==> config.mk <==
export PLATFORM = sky130hd
export DESIGN_NAME = softmax_grad_unit_flat
export DESIGN_NICKNAME = d
export VERILOG_FILES = /design/src/rtl/net_fixed_pkg.sv /design/src/rtl/softmax_grad_unit_if.sv /design/src/rtl/fxp_sat_sub.sv /design/src/rtl/softmax_grad_unit.sv /design/src/flat_wrapper.sv
export SDC_FILE = /design/constraint.sdc
export NUM_CORES = 1
export LEC_CHECK = 0
export ABC_AREA = 1
export CORE_MARGIN = 4
export CORE_UTILIZATION = 49
export DETAILED_ROUTE_END_ITERATION = 10
export GPL_ROUTABILITY_DRIVEN = 0
export GPL_TIMING_DRIVEN = 0
export HOLD_SLACK_MARGIN = 0.06
export PLACE_DENSITY = 0.86
export SLEW_MARGIN = 5
export SYNTH_ARGS = -nofsm -noshare
export SYNTH_HDL_FRONTEND = slang
export SYNTH_SLANG_ARGS = --single-unit
==> constraint.sdc <==
create_clock -name clk -period 8.95 [get_ports clk]
set_clock_uncertainty 0.1 [all_clocks]
set_input_delay 2.685 -clock clk [delete_from_list [all_inputs] [get_ports clk]]
set_output_delay 2.685 -clock clk [all_outputs]
set_load 0.005 [all_outputs]
==> src/rtl/net_fixed_pkg.sv <==
// Shared fixed-point definitions for the softmax forward/backward stages:
// packed 16-bit word format, saturation limits and sequencing states.
package net_fixed_pkg;

  localparam int unsigned WORD_W      = 16;
  localparam int unsigned NUM_CLASSES = 10;
  localparam int unsigned VEC_W       = WORD_W * NUM_CLASSES;
  localparam int unsigned CNT_W       = 4;

  localparam logic signed [7:0] Q_ONE = 8'sh10;
  localparam int SAT_MAX = 127;
  localparam int SAT_MIN = -128;

  typedef enum logic [1:0] {
    IDLE,
    SCAN,
    DONE
  } state_t;

  // Q3.4 payload lives in bits [11:4]; the outer nibbles carry nothing.
  function automatic logic signed [7:0] unpack_q(input logic [WORD_W-1:0] w);
    return $signed(w[11:4]);
  endfunction

  function automatic logic [WORD_W-1:0] pack_q(input logic signed [7:0] v);
    return {4'b0000, v, 4'b0000};
  endfunction

endpackage

==> src/rtl/softmax_grad_unit_if.sv <==
// Probability-in / gradient-out bus of the softmax backward stage.
interface softmax_grad_unit_if;
  import net_fixed_pkg::*;

  logic             in_valid;
  logic             in_ready;
  logic [VEC_W-1:0] probs;
  logic [CNT_W-1:0] label;
  logic [VEC_W-1:0] grad_out;
  logic [CNT_W-1:0] pred_class;
  logic             correct;
  logic             label_err;
  logic             out_valid;
  logic             out_ready;

  modport master (
    output in_valid, probs, label, out_ready,
    input  in_ready, grad_out, pred_class, correct, label_err, out_valid
  );

  modport slave (
    input  in_valid, probs, label, out_ready,
    output in_ready, grad_out, pred_class, correct, label_err, out_valid
  );

endinterface

==> src/rtl/fxp_sat_sub.sv <==
// Combinational Q3.4 subtract: a - b saturated to 8 bits, then an
// arithmetic right shift (rounds toward -inf) by LR_SHIFT.
module fxp_sat_sub
  import net_fixed_pkg::*;
#(
  parameter int unsigned LR_SHIFT = 0
) (
  input  logic signed [7:0] i_a,
  input  logic signed [7:0] i_b,
  output logic signed [7:0] o_diff_c
);

  logic signed [8:0] w_diff;
  logic signed [7:0] w_sat;

  always_comb begin
    w_diff = 9'(i_a) - 9'(i_b);
    if (w_diff > 9'(SAT_MAX)) begin
      w_sat = 8'(SAT_MAX);
    end else if (w_diff < 9'(SAT_MIN)) begin
      w_sat = 8'(SAT_MIN);
    end else begin
      w_sat = w_diff[7:0];
    end
    o_diff_c = w_sat >>> LR_SHIFT;
  end

endmodule

==> src/rtl/softmax_grad_unit.sv <==
// Output-layer error vector (p - onehot(label)) >>> LR_SHIFT, one class per
// cycle, plus argmax prediction and correctness flag.
module softmax_grad_unit
  import net_fixed_pkg::*;
#(
  parameter int unsigned LR_SHIFT = 0
) (
  input logic          clk,
  input logic          rst,
  softmax_grad_unit_if.slave sg
);

  state_t r_state;
  state_t w_next_state;

  logic [CNT_W-1:0]  r_count;
  logic [CNT_W-1:0]  r_label;
  logic signed [7:0] r_v [NUM_CLASSES];
  logic signed [7:0] r_max;
  logic [CNT_W-1:0]  r_idx;

  logic              r_in_ready;
  logic              r_out_valid;
  logic [VEC_W-1:0]  r_grad;
  logic [CNT_W-1:0]  r_pred_class;
  logic              r_correct;
  logic              r_label_err;

  logic              w_accept;
  logic              w_last;
  logic signed [7:0] w_v;
  logic signed [7:0] w_sub;
  logic signed [7:0] w_g;
  logic [CNT_W-1:0]  w_idx_next;
  logic              w_label_ok;

  always_ff @(posedge clk) begin
    if (rst) begin
      r_state <= IDLE;
    end else begin
      r_state <= w_next_state;
    end
  end

  always_comb begin
    w_next_state = r_state;
    w_accept     = 1'b0;
    w_last       = 1'b0;
    case (r_state)
      IDLE: begin
        if (sg.in_valid) begin
          w_accept     = 1'b1;
          w_next_state = SCAN;
        end
      end
      SCAN: begin
        if (r_count == CNT_W'(NUM_CLASSES - 1)) begin
          w_last       = 1'b1;
          w_next_state = DONE;
        end
      end
      DONE: begin
        if (sg.out_ready) begin
          w_next_state = IDLE;
        end
      end
      default: w_next_state = IDLE;
    endcase
  end

  // Current class value, its onehot term, and the running argmax.
  always_comb begin
    w_v        = r_v[r_count];
    w_sub      = (r_label == r_count) ? Q_ONE : 8'sd0;
    w_idx_next = (w_v > r_max) ? r_count : r_idx;
    w_label_ok = (r_label < CNT_W'(NUM_CLASSES));
  end

  fxp_sat_sub #(.LR_SHIFT(LR_SHIFT)) u_sat_sub (
    .i_a      (w_v),
    .i_b      (w_sub),
    .o_diff_c (w_g)
  );

  always_ff @(posedge clk) begin
    if (rst) begin
      r_in_ready   <= 1'b1;
      r_out_valid  <= 1'b0;
      r_grad       <= '0;
      r_pred_class <= '0;
      r_correct    <= 1'b0;
      r_label_err  <= 1'b0;
      r_count      <= '0;
      r_label      <= '0;
      r_max        <= '0;
      r_idx        <= '0;
      for (int k = 0; k < NUM_CLASSES; k++) begin
        r_v[k] <= '0;
      end
    end else begin
      r_in_ready  <= (w_next_state == IDLE);
      r_out_valid <= (w_next_state == DONE);
      if (w_accept) begin
        r_label <= sg.label;
        r_count <= '0;
        r_max   <= unpack_q(sg.probs[WORD_W-1:0]);
        r_idx   <= '0;
        for (int k = 0; k < NUM_CLASSES; k++) begin
          r_v[k] <= unpack_q(sg.probs[k*WORD_W +: WORD_W]);
        end
      end
      if (r_state == SCAN) begin
        r_count <= r_count + CNT_W'(1);
        r_idx   <= w_idx_next;
        if (w_v > r_max) begin
          r_max <= w_v;
        end
        for (int k = 0; k < NUM_CLASSES; k++) begin
          if (r_count == CNT_W'(k)) begin
            r_grad[k*WORD_W +: WORD_W] <= pack_q(w_g);
          end
        end
      end
      // Last class resolves the final argmax in the same edge that enters DONE.
      if (w_last) begin
        r_pred_class <= w_idx_next;
        r_correct    <= w_label_ok && (w_idx_next == r_label);
        r_label_err  <= !w_label_ok;
      end
    end
  end

  assign sg.in_ready   = r_in_ready;
  assign sg.out_valid  = r_out_valid;
  assign sg.grad_out   = r_grad;
  assign sg.pred_class = r_pred_class;
  assign sg.correct    = r_correct;
  assign sg.label_err  = r_label_err;

endmodule

==> src/flat_wrapper.sv <==
// flat-port wrapper written by rule: the top's interface ports become plain ports
module softmax_grad_unit_flat import net_fixed_pkg::*;
#(
  parameter int unsigned LR_SHIFT = 0
)
  (clk, rst, sg_in_valid, sg_probs, sg_label, sg_out_ready, sg_in_ready, sg_grad_out, sg_pred_class, sg_correct, sg_label_err, sg_out_valid);
  softmax_grad_unit_if sg_i ();
  input logic clk;
  input logic rst;
  input wire logic [$bits(sg_i.in_valid)-1:0] sg_in_valid;
  input wire logic [$bits(sg_i.probs)-1:0] sg_probs;
  input wire logic [$bits(sg_i.label)-1:0] sg_label;
  input wire logic [$bits(sg_i.out_ready)-1:0] sg_out_ready;
  output wire logic [$bits(sg_i.in_ready)-1:0] sg_in_ready;
  output wire logic [$bits(sg_i.grad_out)-1:0] sg_grad_out;
  output wire logic [$bits(sg_i.pred_class)-1:0] sg_pred_class;
  output wire logic [$bits(sg_i.correct)-1:0] sg_correct;
  output wire logic [$bits(sg_i.label_err)-1:0] sg_label_err;
  output wire logic [$bits(sg_i.out_valid)-1:0] sg_out_valid;
  assign sg_i.in_valid = sg_in_valid;
  assign sg_i.probs = sg_probs;
  assign sg_i.label = sg_label;
  assign sg_i.out_ready = sg_out_ready;
  assign sg_in_ready = sg_i.in_ready;
  assign sg_grad_out = sg_i.grad_out;
  assign sg_pred_class = sg_i.pred_class;
  assign sg_correct = sg_i.correct;
  assign sg_label_err = sg_i.label_err;
  assign sg_out_valid = sg_i.out_valid;
  softmax_grad_unit #(.LR_SHIFT(LR_SHIFT)) u_core (.clk(clk), .rst(rst), .sg(sg_i));
endmodule
==> impl_metrics.ini <==
[logic_synthesis]
synth_ff_type = dfxtp_1
post-synth-top-count-cell = nor2_1
synth_top_area_share_pct = 26.0
yosys.area.top_type = edfxtp_1
synth_edf_count = 80
ys_seq_area_share_pct = 50.7
synth_area_leaders = edfxtp_1 (26%), dfxtp_1 (25%), nor2_1 (7.4%), buf_4 (6.5%), inv_1 (5.9%)
synth.distinct_cells = 40
synthCells = 1090
ys_top_cells_by_count = nor2_1 (183), inv_1 (146), nand2_1 (127)
syn_area_per_cell_sq_um = 8.48
synth-seq-cells = 194
yosys_warnings = 0
syn_area_sq_um = 9250
async_flop_share_pct = 0

[global_route]
grt_usage_pct = 23.5
overflow = 0
grt_pass1_wl_microns = 40200
grt_pass1_vias = 7988
grt_antenna_before_repair = 0
grt_max_degree = 49

[timing]
drv_slew = 0
max_freq_ghz = 0.230
slew_headroom_pct = 50.0
tns_ps = 0
period_share_pct = 48.6
fin_ws_ps = 4600
worst_pin_slew_ps = 745
rsz0062_at_grt = false
finalSetupViolCount = 0
hold_viol_final = 0
period_needed_ps = 4350

[placed_design]
preCtsSetupSlack_ps = 4190
place_hpwl_microns = 18600
place_area_sq_um = 11600
io_buffers = 174

[setup_path]
r2r_slack_ps = 5000
crit_buf_inv = 3
slowest_stage = clkbuf_1
path_depth = 6
cp_data_arrival_time_ps = 4420
ff2ff_path_depth = 18
crit_chain = clkdlybuf4s50_1, nand3_1, inv_1, nand2_1, clkbuf_1, nor2_1
critPathMaxStageDelay_ps = 520
worstSetupPathType = in -> reg
cp.required_ps = 9020
cp-end-kind = register
start_kind = input port
critPathCapture = u_core.r_v[7][1]$_SDFFCE_PN0P_
crit_start = sg_in_valid
reg2reg_to = u_core.r_max[6]$_SDFF_PP0_
crit_family = buffers and inverters
path_max_fanout = 10

[cts]
cts_root_buf = clkbuf_16
insertion_delay_ps = 440
holdBufCountCts = 0
cts_buffers = 17
htree_num_levels = 4
post_cts_resize_count = 0
cts_sinks = 194
clk_path_buf_depth = 2
tritoncts = done
cts.clk_slew.worst_paths_ps = 80
cts_setup_buffers = 0

[cells_and_area]
drive_gt1_share_pct = 13.4
final_cell_area_sq_um = 12200
synthToLayoutAreaGrowth_pct = 32.1
diodes = 0
nets = 1545

[die]
fp.dieW_microns = 145
fp-row-count = 49
die_area_sq_um = 21100
start_util_pct = 50.6
core-area_sq_um = 18300
io_pins = 336
die_y_microns = 145

[route]
drc_errors = 0
finalWirelength_microns = 25800
top_layer = met4
routed-wl-met3_microns = 1950
vias_per_cell = 4.99
route.met2.wl_microns = 12600
first_iter_violations = 671
drtAntennaViolNets = 0
vias = 8014
wl_met1_microns = 10100
wl_per_cell_microns = 16.1
detailedRoute.firstPassIterationCount = 5

[pwr]
leakagePower_nw = 5.56
ir_drop_uv = 157
p_per_area_nw_per_um2 = 180

[status]
status = finished clean

[min_path]
hold_path_class = reg -> reg

[run]
cap_violations = 0
## worst min path at each step
stage,startpoint,to,slack (ps),depth (start not counted)
floorplan,u_core.r_idx[0]$_SDFFE_PP0N_,u_core.r_idx[0]$_SDFFE_PP0N_,340,2
global placement,u_core.sg.correct$_SDFFE_PP0P_,u_core.sg.correct$_SDFFE_PP0P_,360,2
detailed placement,u_core.sg.correct$_SDFFE_PP0P_,u_core.sg.correct$_SDFFE_PP0P_,360,2
CTS,u_core.sg.correct$_SDFFE_PP0P_,u_core.sg.correct$_SDFFE_PP0P_,380,2
global route,u_core.sg.correct$_SDFFE_PP0P_,u_core.sg.correct$_SDFFE_PP0P_,400,2
finish,u_core.sg.correct$_SDFFE_PP0P_,u_core.sg.correct$_SDFFE_PP0P_,380,2
## power breakdown
group / leakage, nW / switching [mW] / total [mW] / internal, mW
clock: 0.294 / 0.390 / 0.772 / 0.382
sequential: 1.79 / 0.0196 / 0.989 / 0.969
combinational: 3.47 / 0.272 / 0.435 / 0.163
total: 5.56 / 0.682 / 2.20 / 1.51
## routing by layer
layer | global-route usage, % | vias to the layer above
met5 | 0 | -
met4 | 11.9 | 0
met3 | 5.17 | 81
met2 | 40.0 | 360
met1 | 28.1 | 3683
li1 | - | 3890
## cell families (layout without fill, tap and decap cells)
group / after synthesis / count (layout) / share of synthesized area (%)
simple gates: 387 / 387 / 18.0
buf+inv: 283 / 490 / 15.3
compound gates: 206 / 206 / 13.6
flops: 194 / 194 / 50.7
fa+ha+maj: 14 / 14 / 1.89
xor+xnor: 5 / 5 / 0.474
other cells: 1 / 80 / 0.0406
## flip-flops by register name, summed over array words and instances, names as in the netlist, named ones only
register and count:
u_core.r_count 4, u_core.r_idx 4, u_core.r_label 4, u_core.r_max 8, u_core.r_state 2, u_core.r_v 80
u_core.sg.correct 1, u_core.sg.grad_out 80, u_core.sg.in_ready 1, u_core.sg.label_err 1, u_core.sg.out_valid 1, u_core.sg.pred_class 4
## cell usage in the layout (no fill, tap or decap), types with 2 or more instances in the layout
cell               n
a21oi_2           20
conb_1            80
inv_6              4
dfxtp_1          114
nor3_1             2
o22ai_1            4
nor2_4             2
o221ai_1           7
o211ai_2           2
buf_2             13
inv_2              5
nand3_1           50
nand3_2            3
o21ai_2            2
inv_1            146
a31oi_1            8
buf_6              5
nand2_1          126
buf_4             80
o21ai_4            3
edfxtp_1          80
o21ai_0           93
xor2_1             5
nor2_1           183
nand2_4            8
a21oi_1           43
clkinv_8           5
o21a_1             2
o211ai_1          15
o21ai_1            5
inv_8              4
clkdlybuf4s50_1  174
ha_1              14
clkbuf_1          34
nand2_2            6
clkbuf_16         17
## layout make-up
class / count / area [sq um]
Fill cell: 1382 / 6050
Sequential cell: 194 / 4680
Multi-Input combinational cell: 692 / 3450
Timing Repair Buffer: 175 / 1770
Buffer: 132 / 850
Inverter: 151 / 567
Clock buffer: 17 / 425
Tap cell: 229 / 287
Clock inverter: 15 / 185
## worst register-to-register path, cell delays in order, from the launching register on
cell	delay, ps
dfxtp_1	320
buf_2	170
inv_2	140
clkbuf_1	380
o21ai_0	220
o221ai_1	320
nand3_1	150
o21ai_1	280
ha_1	350
nand2_1	80
nand2_1	50
nand2_1	50
nand3_1	80
nand2_1	90
nand2_2	110
nand3_1	250
clkbuf_1	400
o21ai_0	140
a31oi_1	190
## through the flow
step | utilization (%) | instances | hold WS, ps | total power [mW]
floorplan | - | 1169 | 345 | 1.28
global placement | 63.3 | 1572 | 356 | 1.42
detailed placement | 63.5 | 1573 | 365 | 1.43
CTS | 66.9 | 1605 | 376 | 2.19
global route | 66.9 | 1605 | 400 | 2.27
finish | 66.9 | 1605 | 377 | 2.20
Note: power is estimated with default switching activity, not from simulation.
